$ cat src/rtl/rob_commit_ctrl.sv
// In-order retirement controller for a single-port register file commit path.
// Hands out rename tags 1..DEPTH at issue, absorbs out-of-order writebacks and
// retires completed entries in program order, one per cycle at most.
module rob_commit_ctrl #(
  parameter int XLEN  = 32,
  parameter int REG_W = 5,
  parameter int TAG_W = 3,
  parameter int DEPTH = 7
) (
  input  logic             clk,
  input  logic             rst,
  input  logic             flush,
  input  logic             alloc_valid,
  input  logic [REG_W-1:0] alloc_rd,
  output logic             alloc_ready,
  output logic [TAG_W-1:0] alloc_tag,
  input  logic             wb_valid,
  input  logic [TAG_W-1:0] wb_tag,
  input  logic [XLEN-1:0]  wb_data,
  output logic             commit,
  output logic [REG_W-1:0] reg_num,
  output logic [XLEN-1:0]  data_in,
  output logic [TAG_W-1:0] num_in,
  output logic [TAG_W-1:0] count,
  output logic             empty
);

  localparam logic [TAG_W-1:0] LAST = TAG_W'(DEPTH - 1);
  localparam logic [TAG_W-1:0] FULL = TAG_W'(DEPTH);
  localparam logic [TAG_W-1:0] ONE  = TAG_W'(1);

  // Per-entry state; entry i carries tag i+1 so tag 0 can mean "no dependency".
  logic [DEPTH-1:0] vld;
  logic [DEPTH-1:0] done;
  logic [REG_W-1:0] rd_q   [DEPTH];
  logic [XLEN-1:0]  data_q [DEPTH];

  logic [TAG_W-1:0] head, tail, wb_idx;
  logic             alloc_fire, wb_fire, retire_fire;

  assign alloc_ready = (count < FULL);
  assign alloc_tag   = tail + ONE;
  assign empty       = (count == '0);
  assign wb_idx      = wb_tag - ONE;

  // Alloc readiness looks only at the pre-edge count, so a full ROB refuses
  // an alloc even when the head retires on the same edge.
  assign alloc_fire  = alloc_valid && alloc_ready && !flush;
  // A tag that is unallocated or already done is silently dropped; tag 0 never matches.
  assign wb_fire     = wb_valid && !flush && (wb_tag != '0) && vld[wb_idx] && !done[wb_idx];
  // Retire sees pre-edge done bits only: no writeback-to-commit bypass.
  assign retire_fire = vld[head] && done[head];

  // Valid/done bookkeeping; alloc, writeback and retire never hit the same slot
  // with conflicting updates (alloc needs !valid, wb needs !done, retire needs done).
  always_ff @(posedge clk or negedge rst) begin
    if (!rst) begin
      vld  <= '0;
      done <= '0;
    end else if (flush) begin
      vld  <= '0;
      done <= '0;
    end else begin
      for (int i = 0; i < DEPTH; i++) begin
        if (retire_fire && head == TAG_W'(i)) begin
          vld[i]  <= 1'b0;
          done[i] <= 1'b0;
        end
        if (alloc_fire && tail == TAG_W'(i)) begin
          vld[i]  <= 1'b1;
          done[i] <= 1'b0;
        end
        if (wb_fire && wb_idx == TAG_W'(i)) begin
          done[i] <= 1'b1;
        end
      end
    end
  end

  // Payload storage; contents are only meaningful while the valid bit is set.
  always_ff @(posedge clk) begin
    if (alloc_fire) rd_q[tail] <= alloc_rd;
    if (wb_fire)    data_q[wb_idx] <= wb_data;
  end

  // Head/tail pointers and occupancy count; both pointers wrap DEPTH-1 -> 0.
  always_ff @(posedge clk or negedge rst) begin
    if (!rst) begin
      head  <= '0;
      tail  <= '0;
      count <= '0;
    end else if (flush) begin
      head  <= '0;
      tail  <= '0;
      count <= '0;
    end else begin
      if (retire_fire) head <= (head == LAST) ? '0 : head + ONE;
      if (alloc_fire)  tail <= (tail == LAST) ? '0 : tail + ONE;
      if (alloc_fire && !retire_fire)      count <= count + ONE;
      else if (!alloc_fire && retire_fire) count <= count - ONE;
    end
  end

  // Registered RF write port; x0 entries retire without raising the strobe.
  always_ff @(posedge clk or negedge rst) begin
    if (!rst) begin
      commit  <= 1'b0;
      reg_num <= '0;
      data_in <= '0;
      num_in  <= '0;
    end else if (flush) begin
      commit  <= 1'b0;
    end else if (retire_fire) begin
      commit  <= (rd_q[head] != '0);
      reg_num <= rd_q[head];
      data_in <= data_q[head];
      num_in  <= head + ONE;
    end else begin
      commit  <= 1'b0;
    end
  end

endmodule
$ cat config.mk
export PLATFORM = sky130hd
export DESIGN_NAME = rob_commit_ctrl
export DESIGN_NICKNAME = d
export VERILOG_FILES = /design/src/rtl/rob_commit_ctrl.sv
export SDC_FILE = /design/constraint.sdc
export NUM_CORES = 1
export LEC_CHECK = 0
export ABC_AREA = 1
export CAP_MARGIN = 5
export CORE_ASPECT_RATIO = 0.9
export CORE_MARGIN = 2
export CORE_UTILIZATION = 53
export DETAILED_ROUTE_END_ITERATION = 16
export GPL_ROUTABILITY_DRIVEN = 0
export HOLD_SLACK_MARGIN = 0.06
export MAX_ROUTING_LAYER = met4
export PLACE_DENSITY = 0.85
export SKIP_LAST_GASP = 1
export SYNTH_ARGS = -nofsm -noshare
export SYNTH_HDL_FRONTEND = slang
export SYNTH_SLANG_ARGS = --single-unit
export TNS_END_PERCENT = 100
$ cat constraint.sdc
create_clock -name clk -period 3 [get_ports clk]
set_input_delay 0.6 -clock clk [delete_from_list [all_inputs] [get_ports clk]]
set_output_delay 0.6 -clock clk [all_outputs]
set_load 0.05 [all_outputs]
==> summary.md, run 1 <==
Sequential cells burn 50.5% of the power. Data arrival time of the worst path: 3090 ps. The number of failing hold endpoints at the final stage was 0.

Leaving out fill and tap cells, the most frequent cell in the layout is sky130_fd_sc_hd__nand2_1. The switching power summed over all nets was 1.93 mW; the total CTS buffers was 30. At the worst endpoint, the required time is 3240 ps. TritonCTS built the clock tree.

Buffers placed on the I/O ports in this run total 93. The count of synthesis-stage warnings from yosys is 0. In the final design database the tool counted 1324 nets.

The finished cells cover 16000 sq um. The worst setup path is launched from a primary input. For this design the static power due to leakage is 6.10 nW. The clock skew after layout is 18.3 ps, and the die width is 170 um. The run gives 3 as the maximum clock insertion buffer count. The library cells used most frequently in the layout, excluding fill and tap cells, are 321 x sky130_fd_sc_hd__nand2_1, 259 x sky130_fd_sc_hd__edfxtp_1, 107 x sky130_fd_sc_hd__a21oi_1, 95 x sky130_fd_sc_hd__o21ai_0, 91 x sky130_fd_sc_hd__clkdlybuf4s50_1. The core outline area is 24400 sq um, and the total DRC errors in the routed layout is 0. The initial antenna violation count is 0. The synthesized design contains 259 enable-type register cells.

Most frequently used flop master after synthesis: sky130_fd_sc_hd__edfxtp_1. The global-route congestion overflow total is 0, and the die span in y is 154 um. The flow ran to the end, and the final reports show no timing, DRC or antenna violations. Using the TritonRoute via totals, the vias-per-cell ratio works out to 5.68.

The logs give 0 for the final max-slew violation count and 13200 sq um for the cell area after technology mapping. Dividing the detail-routed wire length by the instance count gives 18.8 um. Setup violations remaining at the end of the flow were counted as 0. Counting the fill cells in the layout gives 1697.

The detail route stage leaves a number of antenna-violating nets equal to 0. After legalization and detailed placement, the total HPWL measured 17.6 mm. After technology mapping, the gate count stands at 1153. Setup repair after global routing left no endpoint under its margin.

The worst setup path is captured at a flop. The logs give 167 ps for the worst hold margin and 1566 for the number of instances in the placed design. The worst-case IR drop observed on VDD is 0.556 mV.

For the area of the die, the log shows 26200 sq um. The share of the clock period used by the worst path was 95.1%. Sequential elements use 71.0% of the synthesized area. For the count of maximum capacitance violations, the log shows 0.

The total of flip-flops plus latches after synthesis came out at 323. In this run the worst path has a maximum fanout of 32. Global routing used 24.2% of the available tracks across all layers. The critical path in this run is classified as in2reg. The logs give 351 MHz for the maximum frequency from static timing analysis and 1215 for the number of nets in the synthesized netlist.

After routing, the total negative slack on setup checks comes to 0 ps. Internal power comes to 7.76 mW. For the pin with the worst max-slew slack, the measured transition is 919 ps. The logs give 0 for the number of antenna repair diodes and 54.2% for the initial cell density of the core. For the worst-skew pair, the clock arrives at the later sink with an insertion delay of 560 ps. Entering global routing, the biggest net connects 130 pins. For this design the top-level I/O count stands at 94. Averaged over all synthesized cells, the footprint is 11.5 sq um. In the synthesized netlist the async set-or-reset flop fraction comes to 19.8%.

The switching part of the total was 19.9%; the final instance count without filler cells was 1622. The tools report the via count of the routed design as 9209. The area growth from synthesis to layout is 21.1%.

The floorplan has 54 rows. In the final layout, the share of cells above drive strength 1 is 9.72%. The min-delay analysis places its worst path in the category in2async. The smallest clock period supported by the final layout is computed as 2850 ps.

Before antenna repair, the detailed router went through 6 iterations. At the end of the flow the core is filled with cells to 65.6%. The logs give 1 for the number of H-tree branching levels and 9242 for the number of global-route vias before repair. In this run the tightest slew margin relative to its limit is 38.7%. The post-synthesis cell type count is 33. The tree is rooted in a sky130_fd_sc_hd__clkbuf_16.

Total detailed-routing wirelength: 30.5 mm. For this block, the initial DRC count from the detailed router was 1180. Clock-pin slew was measured on the worst setup and hold paths at 70 ps.

Combinational cells account for 4.2% of the total power. The cell area power density is 606 nW/um^2. The tree built by TritonCTS fans out to 323 sinks. The placed instances occupy a cell area of 14800 sq um.

The fraction of power consumed by the clock network is 45.3%, and the first-pass GRT wire length is 48.2 mm.
[layer usage]
| metal | share of wire (%) | global-route usage, % |
|---|---|---|
| met1 | 41 | 31.6 |
| met2 | 49 | 39.2 |
| met3 | 6.9 | 3.35 |
| met4 | 2.8 | 8.83 |
| met5 | 0 | - |
[stage by stage]
stage / setup WS [ps] / power, mW
2_1_floorplan: 7.63 / 5.17
3_3_place_gp: -230 / 5.38
3_5_place_dp: -307 / 5.39
5_1_grt: 70.6 / 9.95
4_1_cts: 184 / 9.73
6_report: 148 / 9.69
[power by group through the flow]
stage	sequential, mW	clock (mW)	combinational [mW]
2_1_floorplan	5.03	0	0.136
3_3_place_gp	4.99	0	0.391
3_5_place_dp	4.99	0	0.402
4_1_cts	4.89	4.43	0.406
5_1_grt	4.90	4.61	0.436
6_report	4.90	4.39	0.407
[area by class of cell]
class                   instances  area (sq um)  area share [%]
multi-input cells             736          3470            21.7
inverters                      31           125           0.782
repair buffers                140          1430            8.94
well taps                     336           420            2.63
clock buffers                  32           779            4.87
flip-flops and latches        323          9390            58.7
clock inverters                24           387            2.42
[worst paths after layout]
kind,startpoint,end,slack [ps],depth (start not counted)
worst min-delay path,rst,data_in[3],170,1
max in group asynchronous,rst,head[1],2130,1
min in group clk,data_in[5],data_in[5],480,2
worst max-delay path,wb_tag[0],data_q[0][27],150,11
worst max register to register,head[1],head[0],480,9
worst min register to register,data_in[5],data_in[5],480,2
[timing repair]
| item | CTS | global route |
|---|---|---|
| setup endpoints to repair | 1 | 0 |
| gates resized for setup | 1 | 0 |
| hold buffers | 0 | 0 |
| setup buffers | 0 | 0 |
[registers in the layout, indices dropped and copies added (netlist names), 3 cells and up]
signal   cells
count        3
data_in     32
data_q     224
done         7
head         3
num_in       3
rd_q        35
reg_num      5
tail         3
vld          7
[critical path, stage by stage]
cell and delay [ps]:
sky130_fd_sc_hd__clkdlybuf4s50_1 550, sky130_fd_sc_hd__clkinv_4 60, sky130_fd_sc_hd__ha_1 200, sky130_fd_sc_hd__ha_1 480, sky130_fd_sc_hd__nor3_1 150, sky130_fd_sc_hd__nand2_1 90
sky130_fd_sc_hd__nand4_1 150, sky130_fd_sc_hd__nor2_4 220, sky130_fd_sc_hd__nand2_8 140, sky130_fd_sc_hd__nor2_4 170, sky130_fd_sc_hd__buf_12 240
[cell usage after synthesis, types with 2 or more instances]
master | n | area [sq um]
sky130_fd_sc_hd__nand2_2 | 2 | 12.5
sky130_fd_sc_hd__a21boi_0 | 3 | 22.5
sky130_fd_sc_hd__nand2_4 | 2 | 22.5
sky130_fd_sc_hd__edfxtp_1 | 259 | 7780
sky130_fd_sc_hd__nand2_1 | 321 | 1200
sky130_fd_sc_hd__o21ai_1 | 25 | 125
sky130_fd_sc_hd__nor2_1 | 89 | 334
sky130_fd_sc_hd__nand4_1 | 17 | 106
sky130_fd_sc_hd__o22ai_1 | 3 | 18.8
sky130_fd_sc_hd__nor3_1 | 11 | 55.1
sky130_fd_sc_hd__a21oi_1 | 107 | 536
sky130_fd_sc_hd__buf_2 | 28 | 140
sky130_fd_sc_hd__inv_1 | 24 | 90.1
sky130_fd_sc_hd__ha_1 | 16 | 200
sky130_fd_sc_hd__o21ai_0 | 95 | 475
sky130_fd_sc_hd__inv_2 | 4 | 15.0
sky130_fd_sc_hd__clkbuf_1 | 23 | 86.3
sky130_fd_sc_hd__nand3_1 | 34 | 170
sky130_fd_sc_hd__buf_4 | 12 | 90.1
sky130_fd_sc_hd__dfrtp_1 | 64 | 1600
sky130_fd_sc_hd__clkinv_1 | 2 | 7.51
[cell families after synthesis]
group / count (synthesis) / synth area share (%)
compound gates: 237 / 9.17
fa+ha+maj: 17 / 1.67
xor+xnor: 1 / 0.0663
buf+inv: 94 / 3.29
mux: 1 / 0.0758
flops: 323 / 71.0
simple gates: 480 / 14.8
No activity file was read; power rests on OpenSTA's default activity.
==> inputs of run 2 (changes only) <==
--- a/config.mk
+++ b/config.mk
@@ -7,9 +7,12 @@
 export LEC_CHECK = 0
 export ABC_AREA = 1
 export CAP_MARGIN = 5
+export CELL_PAD_IN_SITES_DETAIL_PLACEMENT = 1
+export CELL_PAD_IN_SITES_GLOBAL_PLACEMENT = 1
 export CORE_ASPECT_RATIO = 0.9
 export CORE_MARGIN = 2
-export CORE_UTILIZATION = 53
+export CORE_UTILIZATION = 43
+export CTS_CLUSTER_SIZE = 12
 export DETAILED_ROUTE_END_ITERATION = 16
 export GPL_ROUTABILITY_DRIVEN = 0
 export HOLD_SLACK_MARGIN = 0.06
==> run 2 against run 1 <==
Register-to-register slack worse by 160 ps; clock-buffer cell count is 22 higher; maximum frequency is 0.92% lower; sequential cell count stayed put; sequential power hardly changed; worst hold slack better by 50 ps; worst setup slack worse by 26 ps; first-iteration DRC count is 21% lower; sequential share of layout area hardly changed; global-route usage is 0.43 points higher; die area is 23% higher; cell count is 4.7% higher; largest power group unchanged; highest routed layer unchanged.
==> summary.md, run 2 (synthesis gave the netlist of run 1 again) <==
The tools report the count of standard-cell rows as 60 (was 54). The tools report the buffer cell driving the clock tree root as sky130_fd_sc_hd__clkbuf_16 (unchanged). The via count of the routed design came out at 9388 (was 9209).

The run gives 0 (unchanged) as the final max-slew violation count. The number of optimization iterations in the first detailed-route pass was 4 (was 6). The die width works out to 189 um (was 170 um). The area added between synthesis and finish works out to 21.2% (was 21.1%). For the clock network latency to the later pin of the worst-skew pair, the log shows 530 ps (was 560 ps).

The endpoint kind of the worst setup timing path was a flop (unchanged). The critical path required time came out at 3220 ps (was 3240 ps). The count of boundary I/O pins was 94 (unchanged); the area of the die was 32100 sq um (was 26200 sq um). The element type at the critical path start is a primary input (unchanged). The tools report the number of antenna repair diodes as 0 (unchanged). The run gives 30100 sq um (was 24400 sq um) as the core outline area. Largest registers: data_q (224), rd_q (35), data_in (32) (unchanged). The number of global-route vias before repair is 10500 (was 9242). The type of the worst setup path was in2reg (unchanged).

The placed cell area came out at 14900 sq um (was 14800 sq um). The run gives 16000 sq um (about the same) as the final instance area. The run gives 112 (was 130) as the largest net degree at the start of global routing. The logs give 1 (unchanged) for the post-cts gate resize count and 323 (unchanged) for the number of clock sinks. Setup repair after global routing left no endpoint under its margin. The share of the clock period used by the worst path works out to 96.0% (was 95.1%). The post-CTS setup buffer count came out at 0 (unchanged). The number of H-tree branching levels is 2 (was 1), and the layout net count is 1330 (was 1324). The total CTS buffers is 36 (was 30). The logs give 1698 (was 1622) for the final instance count without filler cells and 0 (unchanged) for the hold-fix buffer count after cts.

The initial cell density of the core was 43.9% (was 54.2%); the clock slew seen by the registers of the worst setup and hold paths was 60 ps (was 70 ps). The tools report the total detailed-routing wirelength as 37.8 mm (was 30.5 mm). The tools report the number of failing hold endpoints at the final stage as 0 (unchanged).

The minimum clock period works out to 2880 ps (was 2850 ps). The kind of path behind the tightest hold check was in2async (unchanged). Half-perimeter wire length of the detailed placement result: 22.4 mm (was 17.6 mm). The logs give 0 (unchanged) for the global-route congestion overflow total and 0 (unchanged) for the count of maximum capacitance violations.

The data arrival time of the worst path is 3100 ps (was 3090 ps). The port buffer count is 93 (unchanged), and the clock skew after layout is 16.1 ps (was 18.3 ps). The maximum vdd ir drop is 0.436 mV (was 0.556 mV), and the slew at the pin closest to its max-slew limit is 969 ps (was 919 ps).

The die span in y was 170 um (was 154 um); the number of instances in the placed design was 1633 (was 1566). The run gives 0 (unchanged) as the total DRC errors in the routed layout. The run finished with clean final reports.

The first-iteration detailed-routing DRC count is 931 (was 1180). TritonCTS built the clock tree. The maximum clock insertion buffer count is 3 (unchanged). The residual antenna-violating net count after detailed routing is 0 (unchanged). Most common cell after layout, fill and taps aside: sky130_fd_sc_hd__nand2_1 (unchanged).

The worst-path maximum fanout was 8 (was 32); the cell area power density was 590 nW/um^2 (was 606 nW/um^2). The ratio of routed vias to standard cells came out at 5.53 (was 5.68). The maximum frequency from static timing analysis is 347 MHz (was 351 MHz), and the worst slew slack as a fraction of its limit is 35.4% (was 38.7%). The wire length per cell is 22.3 um (was 18.8 um). The tools report the count of endpoints failing setup in the final report as 0 (unchanged). Top library cells by usage in the layout, fill and taps aside: 321 x sky130_fd_sc_hd__nand2_1, 259 x sky130_fd_sc_hd__edfxtp_1, 107 x sky130_fd_sc_hd__a21oi_1, 95 x sky130_fd_sc_hd__o21ai_0, 91 x sky130_fd_sc_hd__clkdlybuf4s50_1 (unchanged). The number of flip-flops in the largest register works out to 224 (unchanged). The run gives 6.08 nW (was 6.10 nW) as the reported leakage power. For the first-pass GRT wire length, the log shows 59.3 mm (was 48.2 mm). The tools report the initial antenna violation count as 0 (unchanged). Register with the most flip-flops: data_q (unchanged). The layout cell share with drive strength beyond 1 is 9.03% (was 9.72%), and the overall global routing resource usage is 24.6% (was 24.2%).
-- run 2: changes by cell type in the layout (fill, tap and decap cells not counted) --
cell / before / now
sky130_fd_sc_hd__clkinvlp_2: 1 / 0
sky130_fd_sc_hd__clkinvlp_4: 6 / 0
sky130_fd_sc_hd__clkinv_8: 0 / 3
sky130_fd_sc_hd__clkinv_2: 5 / 2
sky130_fd_sc_hd__bufinv_16: 10 / 0
sky130_fd_sc_hd__clkinv_1: 4 / 8
sky130_fd_sc_hd__clkbuf_8: 0 / 4
sky130_fd_sc_hd__clkbuf_16: 31 / 36
sky130_fd_sc_hd__clkbuf_1: 1 / 14
-- run 2: cell type report --
| class | count | area (sq um) |
|---|---|---|
| well taps | 403 | 504 |
| clock inverters | 11 | 85.1 |
| repair buffers | 140 | 1430 |
| multi-input cells | 736 | 3470 |
| inverters | 31 | 125 |
| fillers | 3132 | 14100 |
| flip-flops and latches | 323 | 9390 |
| clock buffers | 54 | 1010 |
-- run 2: power breakdown --
part / switching (mW) / internal (mW) / leakage, nW
logic: 0.278 / 0.147 / 2.34
clock network: 1.79 / 2.34 / 0.527
registers: 0.0210 / 4.88 / 3.21
total: 2.09 / 7.37 / 6.08
-- run 2: routing by layer --
layer	share of wire [%]	GRT usage, %	vias up
met5	0	-	-
met4	3.2	9.48	0
met3	4.3	3.30	94
met2	51	42.7	308
met1	41	29.5	4735
li1	-	-	4251
-- run 2: worst max-delay path: stages --
cell                              delay, ps
sky130_fd_sc_hd__clkdlybuf4s50_1        530
sky130_fd_sc_hd__clkinv_4                60
sky130_fd_sc_hd__ha_1                   200
sky130_fd_sc_hd__ha_1                   500
sky130_fd_sc_hd__nor3_1                 130
sky130_fd_sc_hd__nand2_1                 90
sky130_fd_sc_hd__nand4_1                160
sky130_fd_sc_hd__nor2_4                 220
sky130_fd_sc_hd__nand2_8                130
sky130_fd_sc_hd__nor2_4                 210
sky130_fd_sc_hd__buf_4                  230
-- run 2: final timing paths --
| kind | start | endpoint | slack, ps | depth (start not counted) |
|---|---|---|---|---|
| setup / recovery | wb_tag[0] | data_q[5][10] | 120 | 11 |
| min in group clk | data_in[20] | data_in[20] | 480 | 2 |
| setup reg to reg | head[1] | data_in[0] | 320 | 8 |
| hold / removal | rst | count[2] | 220 | 1 |
| hold reg to reg | data_in[20] | data_in[20] | 480 | 2 |
| max in group asynchronous | rst | head[0] | 2040 | 1 |
-- run 2: per-stage QoR --
step | utilization, % | power, mW | setup slack, ps | setup TNS [ps] | hold slack (ps)
2_1_floorplan | - | 5.17 | 7.63 | 0 | 304
4_1_cts | 53.2 | 9.51 | 147 | 0 | 258
3_5_place_dp | 49.6 | 5.41 | -372 | -73450 | 467
5_1_grt | 53.2 | 9.70 | 9.80 | 0 | 277
6_report | 53.2 | 9.45 | 121 | 0 | 217
3_3_place_gp | 49.6 | 5.38 | -236 | -41190 | 462
